File: src/rtl/snake_pkg.sv
// Shared snake game types: direction and state encodings,
// plus the reverse-direction check used by the controller.
package snake_pkg;

  typedef enum logic [1:0] {
    DIR_UP    = 2'b00,
    DIR_DOWN  = 2'b01,
    DIR_LEFT  = 2'b10,
    DIR_RIGHT = 2'b11
  } dir_t;

  typedef enum logic [1:0] {
    ST_IDLE  = 2'b00,
    ST_RUN   = 2'b01,
    ST_PAUSE = 2'b10,
    ST_OVER  = 2'b11
  } state_t;

  // Opposite directions share the axis bit and differ in sense.
  function automatic logic is_reverse(
    input logic [1:0] a,
    input logic [1:0] b
  );
    return (a[1] == b[1]) && (a[0] != b[0]);
  endfunction

endpackage

File: src/rtl/dir_fifo2.sv
// Two-entry pending-turn buffer with flush and
// same-cycle push/pop.
module dir_fifo2
  import snake_pkg::*;
(
  input  logic       Clk,
  input  logic       Rst,
  input  logic       flush,
  input  logic       push,
  input  logic       pop,
  input  logic [1:0] din,
  output logic [1:0] head,
  output logic [1:0] tail,
  output logic [1:0] count
);

  logic [1:0] e0;
  logic [1:0] e1;
  logic [1:0] cnt;

  always_ff @(posedge Clk) begin
    if (Rst || flush) begin
      cnt <= '0;
      e0  <= '0;
      e1  <= '0;
    end else if (push && pop && cnt != 2'd0) begin
      if (cnt == 2'd2) begin
        e0 <= e1;
        e1 <= din;
      end else begin
        e0 <= din;
      end
    end else if (pop && cnt != 2'd0) begin
      e0  <= e1;
      cnt <= cnt - 2'd1;
    end else if (push && cnt != 2'd2) begin
      if (cnt == 2'd0) e0 <= din;
      else             e1 <= din;
      cnt <= cnt + 2'd1;
    end
  end

  assign head  = e0;
  assign tail  = (cnt == 2'd2) ? e1 : e0;
  assign count = cnt;

endmodule

File: src/rtl/snake_dir_ctrl.sv
// Snake game run/pause/over FSM with a buffered,
// validated direction-turn queue.
module snake_dir_ctrl
  import snake_pkg::*;
#(
  parameter logic [1:0] INIT_DIR = 2'b11,
  parameter int         QDEPTH   = 2
) (
  input  logic       Clk,
  input  logic       Rst,
  input  logic       key_enC,
  input  logic       key_enU,
  input  logic       key_enD,
  input  logic       key_enL,
  input  logic       key_enR,
  input  logic       move_tick,
  input  logic       game_over,
  output logic [1:0] dir,
  output logic       step,
  output logic       running,
  output logic       paused,
  output logic       over,
  output logic       start_pulse,
  output logic [1:0] q_count
);

  localparam logic [1:0] FULL = 2'(QDEPTH);

  state_t     state_q, state_d;
  logic [1:0] dir_d;
  logic       step_d;
  logic       start_d;
  logic       flush;
  logic       push;
  logic       pop;
  logic       has_key;
  logic       key_ok;
  logic [1:0] cand;
  logic [1:0] ref_dir;
  logic [1:0] head;
  logic [1:0] tail;

  dir_fifo2 u_fifo (
    .Clk   (Clk),
    .Rst   (Rst),
    .flush (flush),
    .push  (push),
    .pop   (pop),
    .din   (cand),
    .head  (head),
    .tail  (tail),
    .count (q_count)
  );

  always_comb begin
    has_key = 1'b1;
    cand    = DIR_UP;
    priority case (1'b1)
      key_enU: cand = DIR_UP;
      key_enD: cand = DIR_DOWN;
      key_enL: cand = DIR_LEFT;
      key_enR: cand = DIR_RIGHT;
      default: has_key = 1'b0;
    endcase
  end

  // Validate against the newest pending turn, not the live dir.
  assign ref_dir = (q_count != 2'd0) ? tail : dir;
  assign key_ok  = has_key && (cand != ref_dir)
                && !is_reverse(cand, ref_dir);

  always_comb begin
    state_d = state_q;
    dir_d   = dir;
    step_d  = 1'b0;
    start_d = 1'b0;
    flush   = 1'b0;
    push    = 1'b0;
    pop     = 1'b0;
    unique case (state_q)
      ST_IDLE: begin
        if (key_enC) begin
          state_d = ST_RUN;
          dir_d   = INIT_DIR;
          flush   = 1'b1;
          start_d = 1'b1;
        end
      end
      ST_RUN: begin
        if (game_over) begin
          state_d = ST_OVER;
          flush   = 1'b1;
        end else begin
          if (move_tick) begin
            step_d = 1'b1;
            if (q_count != 2'd0) begin
              dir_d = head;
              pop   = 1'b1;
            end
          end
          if (key_ok && q_count != FULL) push = 1'b1;
          if (key_enC) state_d = ST_PAUSE;
        end
      end
      ST_PAUSE: begin
        if (game_over) begin
          state_d = ST_OVER;
          flush   = 1'b1;
        end else if (key_enC) begin
          state_d = ST_RUN;
        end
      end
      ST_OVER: begin
        if (key_enC) begin
          state_d = ST_IDLE;
          flush   = 1'b1;
        end
      end
      default: state_d = ST_IDLE;
    endcase
  end

  always_ff @(posedge Clk) begin
    if (Rst) begin
      state_q     <= ST_IDLE;
      dir         <= INIT_DIR;
      step        <= 1'b0;
      start_pulse <= 1'b0;
      running     <= 1'b0;
      paused      <= 1'b0;
      over        <= 1'b0;
    end else begin
      state_q     <= state_d;
      dir         <= dir_d;
      step        <= step_d;
      start_pulse <= start_d;
      running     <= (state_d == ST_RUN);
      paused      <= (state_d == ST_PAUSE);
      over        <= (state_d == ST_OVER);
    end
  end

endmodule
File: config.mk
export PLATFORM = sky130hd
export DESIGN_NAME = snake_dir_ctrl
export DESIGN_NICKNAME = d
export VERILOG_FILES = /design/src/rtl/snake_pkg.sv /design/src/rtl/dir_fifo2.sv /design/src/rtl/snake_dir_ctrl.sv
export SDC_FILE = /design/constraint.sdc
export NUM_CORES = 1
export LEC_CHECK = 0
export CORE_MARGIN = 4
export CORE_UTILIZATION = 35
export DETAILED_ROUTE_END_ITERATION = 8
export PLACE_DENSITY = 0.69
export SLEW_MARGIN = 10
export SYNTH_ARGS = -nofsm -noshare
export SYNTH_HDL_FRONTEND = slang
export SYNTH_SLANG_ARGS = --single-unit
File: constraint.sdc
create_clock -name Clk -period 4.9 [get_ports Clk]
set_input_delay 0.49 -clock Clk [delete_from_list [all_inputs] [get_ports Clk]]
set_output_delay 0.49 -clock Clk [all_outputs]
set_load 0.01 [all_outputs]
# Word level (Yosys, flattened, before mapping)
# Index checks and enable logic that the tools add are counted.
op_classes:
  bitwise_logic: 3
  reduce_logical: 26
  n_addsub: 2
  n_eq_ne: 18
  mux: 44
op_table:
  columns: ["op", "count"]
  rows:
  - ["two-way mux 2 bit", 27]
  - ["two-way mux 1 bit", 14]
  - ["!= test 2 bit (second input constant)", 6]
  - ["equality test 2 bit (second input constant)", 5]
  - ["logical AND 1 bit", 8]
  - ["case mux 2 bit (4 select lines)", 1]
  - ["nonzero test 2 bit", 4]
  - ["nonzero test 3 bit", 2]
  - ["OR reduction 2 bit", 3]
  - ["AND reduction 5 bit", 1]
  - ["equality test 2 x 1 -> 1 bit (second input constant)", 2]
  - ["logical NOT 2 bit", 2]
  - ["!= test 2 x 1 -> 1 bit (second input constant)", 2]
  - ["case mux 2 bit (2 select lines)", 1]
  - ["AND reduction 2 bit", 2]
  - ["AND reduction 4 bit", 1]
  - ["NOT 1 bit", 3]
  - ["OR reduction 3 bit", 1]
  - ["adder 2 x 1 -> 2 bit (second input constant)", 1]
  - ["!= test 2 bit", 1]
  - ["case mux 1 bit (2 select lines)", 1]
  - ["subtractor 2 x 1 -> 2 bit (second input constant)", 1]
  - ["equality test 1 bit", 1]
  - ["logical NOT 1 bit", 1]
  - ["2 further kinds", 2]
totals:
  inputBits: 9
  ff_bits: 15
  output_inout_bits: 9
  wordCells: 103

# Depth between registers and ports, before layout
depth:
  depth_word: 16
  depth_mapped: 7
  mapped_depth_nobuf: 7

# Modules after synthesis
# A second synthesis with hierarchy kept.
hier_totals:
  cells_unflattened: 110
  hier_area_um2: 934.6
by_module_without_submodules:
  columns: ["module", "instances", "seq_area_each_um2", "cells_each", "area_each_um2"]
  rows:
  - ["snake_dir_ctrl", 1, 180.2, 60, 493.0]
  - ["dir_fifo2", 1, 120.1, 50, 441.7]

# Worst setup path before layout
# OpenSTA, ideal clock, no wires.
synth_path:
  kind: "register -> register"
  from: "register state_q[1]"
  to: "register u_fifo.e0[0] (netlist: u_fifo.head[0])"
  required_time_ps: 4814
  period_less_slack_ps: 1702
  slack_ps: 3198
  t_arrival_ps: 1616
  stages_incl_launch_ff: 8
  n_path_buf: 0
  setup_ps: 86
  cell_sequence: "dfxtp_1 -> inv_1 -> ha_1 -> nor4b_2 -> and3_1 -> a31oi_1 -> mux2i_1 -> a221oi_2"
synth_via:
  elab_chain_len: 6
  word_cells_on_any_way: 19
  classes_between: "3 x eq/ne; 5 x mux; 11 x reduce/logical"
synth_rtl:
  columns: ["element", "line_no", "text"]
  rows:
  - ["start, declared", "snake_dir_ctrl.sv:29", "state_t state_q, state_d;"]
  - ["start signal, assigned", "snake_dir_ctrl.sv:133", "state_q <= state_d;"]
  - ["equality test 2 x 1 -> 1 bit", "snake_dir_ctrl.sv:80", "unique case (state_q)"]
  - ["two-way mux 1 bit", "snake_dir_ctrl.sv:80", null]
  - ["logical AND 1 bit (2 in series)", "dir_fifo2.sv:26", "end else if (push && pop && cnt != 2'd0) begin"]
  - ["nonzero test 3 bit (no source line)", null, null]
  - ["AND reduction 2 bit (no source line)", null, null]
  - ["end signal, assigned", "dir_fifo2.sv:31", "e0 <= din;"]
  - ["end signal, assigned", "dir_fifo2.sv:37", "if (cnt == 2'd0) e0 <= din;"]
  - ["end, declared", "dir_fifo2.sv:17", "logic [1:0] e0;"]
# Several ways; a longest one is shown, not always the timed one.
# A chain may end at the register's enable or synchronous reset.

# Worst setup path in the final report
layout_path:
  from: "input port key_enD"
  to: "register u_fifo.e0[0] (netlist: u_fifo.head[0])"
layout_via:
  elab_chain_len: 14
  word_cells_on_any_way: 26
  classes_between: "3 x eq/ne; 12 x mux; 11 x reduce/logical"
layout_rtl:
  columns: ["element", "line_no", "text"]
  rows:
  - ["start, declared", "snake_dir_ctrl.sv:13", "input logic key_enD,"]
  - ["two-way mux 2 bit (2 in series)", "snake_dir_ctrl.sv:58", "priority case (1'b1)"]
  - ["equality test 1 bit or != test 1 bit (tied branches)", "snake_pkg.sv:24", "return (a[1] == b[1]) && (a[0] != b[0]);"]
  - ["logical AND 1 bit", "snake_pkg.sv:24", null]
  - ["logical NOT 1 bit", "snake_dir_ctrl.sv:70", "&& !is_reverse(cand, ref_dir);"]
  - ["logical AND 1 bit", "snake_dir_ctrl.sv:70", null]
  - ["logical AND 1 bit", "snake_dir_ctrl.sv:101", "if (key_ok && q_count != FULL) push = 1'b1;"]
  - ["two-way mux 1 bit", "snake_dir_ctrl.sv:101", null]
  - ["two-way mux 1 bit", "snake_dir_ctrl.sv:90", "if (game_over) begin"]
  - ["two-way mux 1 bit", "snake_dir_ctrl.sv:80", null]
  - ["logical AND 1 bit (2 in series)", "dir_fifo2.sv:26", null]
  - ["nonzero test 3 bit (no source line)", null, null]
  - ["AND reduction 2 bit (no source line)", null, null]
# Several ways; a longest one is shown, not always the timed one. The select of a mux whose other input is x is not followed.

==> flow_summary.yaml <==
status:
  outcome: "completed"
yosys:
  syn_inst: 111
  synth_cell_types: 39
  synth_edf_count: 0
  syn-num-nets: 124
  yosys_warnings: 0
  postSynthAreaPerCell_um2: 8.16
  synth-main-ff-cell: "dfxtp_1"
  synthesis.area_um2: 906
  synth_area_leader_cell: "dfxtp_1"
  ys_seq_area_frac: 0.331
  ys_ff_latch: 15
  async_reset_ff_frac: 0
  netlist_top_cells_area: "dfxtp_1, nor2_1, ha_1, o21ai_0, a21oi_1"
  synth_common_cells: "dfxtp_1, nor2_1, o21ai_0"
  synth.top_cell.area_share: 0.331
setup_path:
  crit_path_max_fanout: 6
  required_ns: 5.10
  path_cells: "clkdlybuf4s50_1, or2_1, nor2_1, o2bb2ai_2, a41oi_1, a221oi_2"
  cpLargestDelayFamily: "compound AO/OA/AOI/OAI gates"
  cp.arrival_ns: 2.22
  crit_path_max_incr_delay_ns: 0.44
  start_kind: "input port"
  worst-path-buf-inv: 1
  worstSetupEndpointType: "register"
  path_class: "in2reg"
  slowest_stage: "clkdlybuf4s50_1"
grt:
  grt_pass1_wl_mm: 3.49
  antenna_found_initial: 0
  grt_pass1_vias: 824
  grt_util_all_layers: 0.131
  grt_overflow: 0
  grt_max_degree: 12
place:
  post-dp-hpwl_mm: 1.55
  place_inst: 157
  place_area_um2: 1110
  place_congestion: 0.893
  port_buffers: 17
sta:
  setup_tns_ns: 0
  whs_ns: 0.487
  fin_crit_sh: 0.411
  setup_viol: 0
  hold_viol_final: 0
  layout_min_cycle_time_ns: 2.02
  fin_skew_ns: 0.00743
  slew_violations: 0
  slew_headroom: 0.690
  fmaxAchievable_ghz: 0.496
  worst_slew_pin_slew_ns: 0.464
  grt_setup_unrepaired: "no"
clock_network:
  clk_path_buf_depth: 2
  cts_tree: "yes"
  root_buffer: "clkbuf_4"
  clk-insertion-delay-late_ns: 0.28
  numClockSinks: 15
  post_cts_buffers: 0
  cts_hold_buffers: 0
  cts_max_level: 1
  post_cts_resized: 0
  tritoncts.num_buffers: 3
  clkTransAtPathRegs_ns: 0.09
floorplan:
  rows: 18
  start_util: 0.366
  die-area_um2: 3470
  die_y_um: 58.9
  core_um2: 2480
  ioPinCount: 18
  die_width_um: 58.9
run:
  drv_cap: 0
route:
  routedWlPerCell_um: 12.5
  wl_mm: 2.02
  route.detailed.drc: 0
  drt-initial-drc-count: 15
  viasPerCell: 5.30
  firstDrtPassIters: 4
  postRouteAntennaNets: 0
  vias: 853
layout:
  area_growth_pct: 25.3
  drive_gt1_frac: 0.107
  antenna_cells: 0
  nNetsFinal: 145
  final_util: 0.458
  stdcell_count: 161
  n_fill_cell: 261
  final_cell_area_um2: 1130
power:
  peakVddDrop_uv: 136
  leakage_nw: 0.401
  powerDensity_nw_per_um2: 231
worst_hold_path:
  hold_class: "reg2reg"
per-stage QoR:
step,total power [mW],setup slack (ns)
after floorplan,0.172,3.20
after global placement,0.194,2.71
after detailed placement,0.195,2.63
after CTS,0.267,2.91
after global routing,0.282,2.74
final,0.263,2.88
power by group:
group          total, mW  switching, mW  internal (mW)
sequential         0.131        0.00404          0.127
combinational     0.0622         0.0332         0.0290
clock             0.0697         0.0381         0.0316
registers in the layout (all words and copies together), names as in the netlist:
signal,cells
dir,2
state_q,2
u_fifo.count,2
u_fifo.e1,2
u_fifo.head,2
over,1
paused,1
running,1
start_pulse,1
step,1
cells in the final DEF (no fill, tap or decap), drive strengths merged, types with 2 or more instances in the layout:
cell	instances
a21o	2
nand2b	4
o21a	2
nor2	16
dfxtp	15
o22ai	2
a31oi	2
nand2	5
o21ai	11
nand3	5
nor3	3
nor2b	4
clkbuf	4
ha	4
inv	5
a221oi	2
a21oi	7
or2	4
clkdlybuf4s50	17
tightest hold or removal path, cell delays in order (launching register included):
cell and delay, ns:
dfxtp_1 0.31, o21ai_0 0.07, a21oi_1 0.07
kinds of logic after synthesis:
kind of cell | Yosys count | synth area share
flip-flops | 15 | 0.331
buffers and inverters | 6 | 0.0262
multiplexers | 2 | 0.0276
AO/OA/AOI/OAI | 37 | 0.289
adder cells (fa/ha/maj) | 4 | 0.0553
AND/OR/NAND/NOR | 47 | 0.271
routing by layer:
layer	global-route usage	share of wire
met1	0.165	0.49
met2	0.207	0.45
met3	0.0351	0.050
met4	0.0583	0.0084
met5	0	0
layout make-up:
class                      count  area, um2  share of cell area
multi-input combinational     90        582               0.513
sequential                    15        300               0.265
timing repair buffer          17        170               0.150
tap                           30       37.5              0.0331
clock buffer                   4       26.3              0.0232
inverter                       5       18.8              0.0165
final timing paths:
check | start | to | slack [ns] | depth (start not counted)
max | key_enD | u_fifo.head[0]$_SDFFE_PP0P_ | 2.88 | 6
min | u_fifo.e1[0]$_SDFFE_PP0P_ | u_fifo.e1[0]$_SDFFE_PP0P_ | 0.49 | 2
max reg2reg | state_q[1]$_SDFF_PP0_ | u_fifo.head[0]$_SDFFE_PP0P_ | 2.93 | 7
min reg2reg | u_fifo.e1[0]$_SDFFE_PP0P_ | u_fifo.e1[0]$_SDFFE_PP0P_ | 0.49 | 2
(Power assumes the default switching activity.)
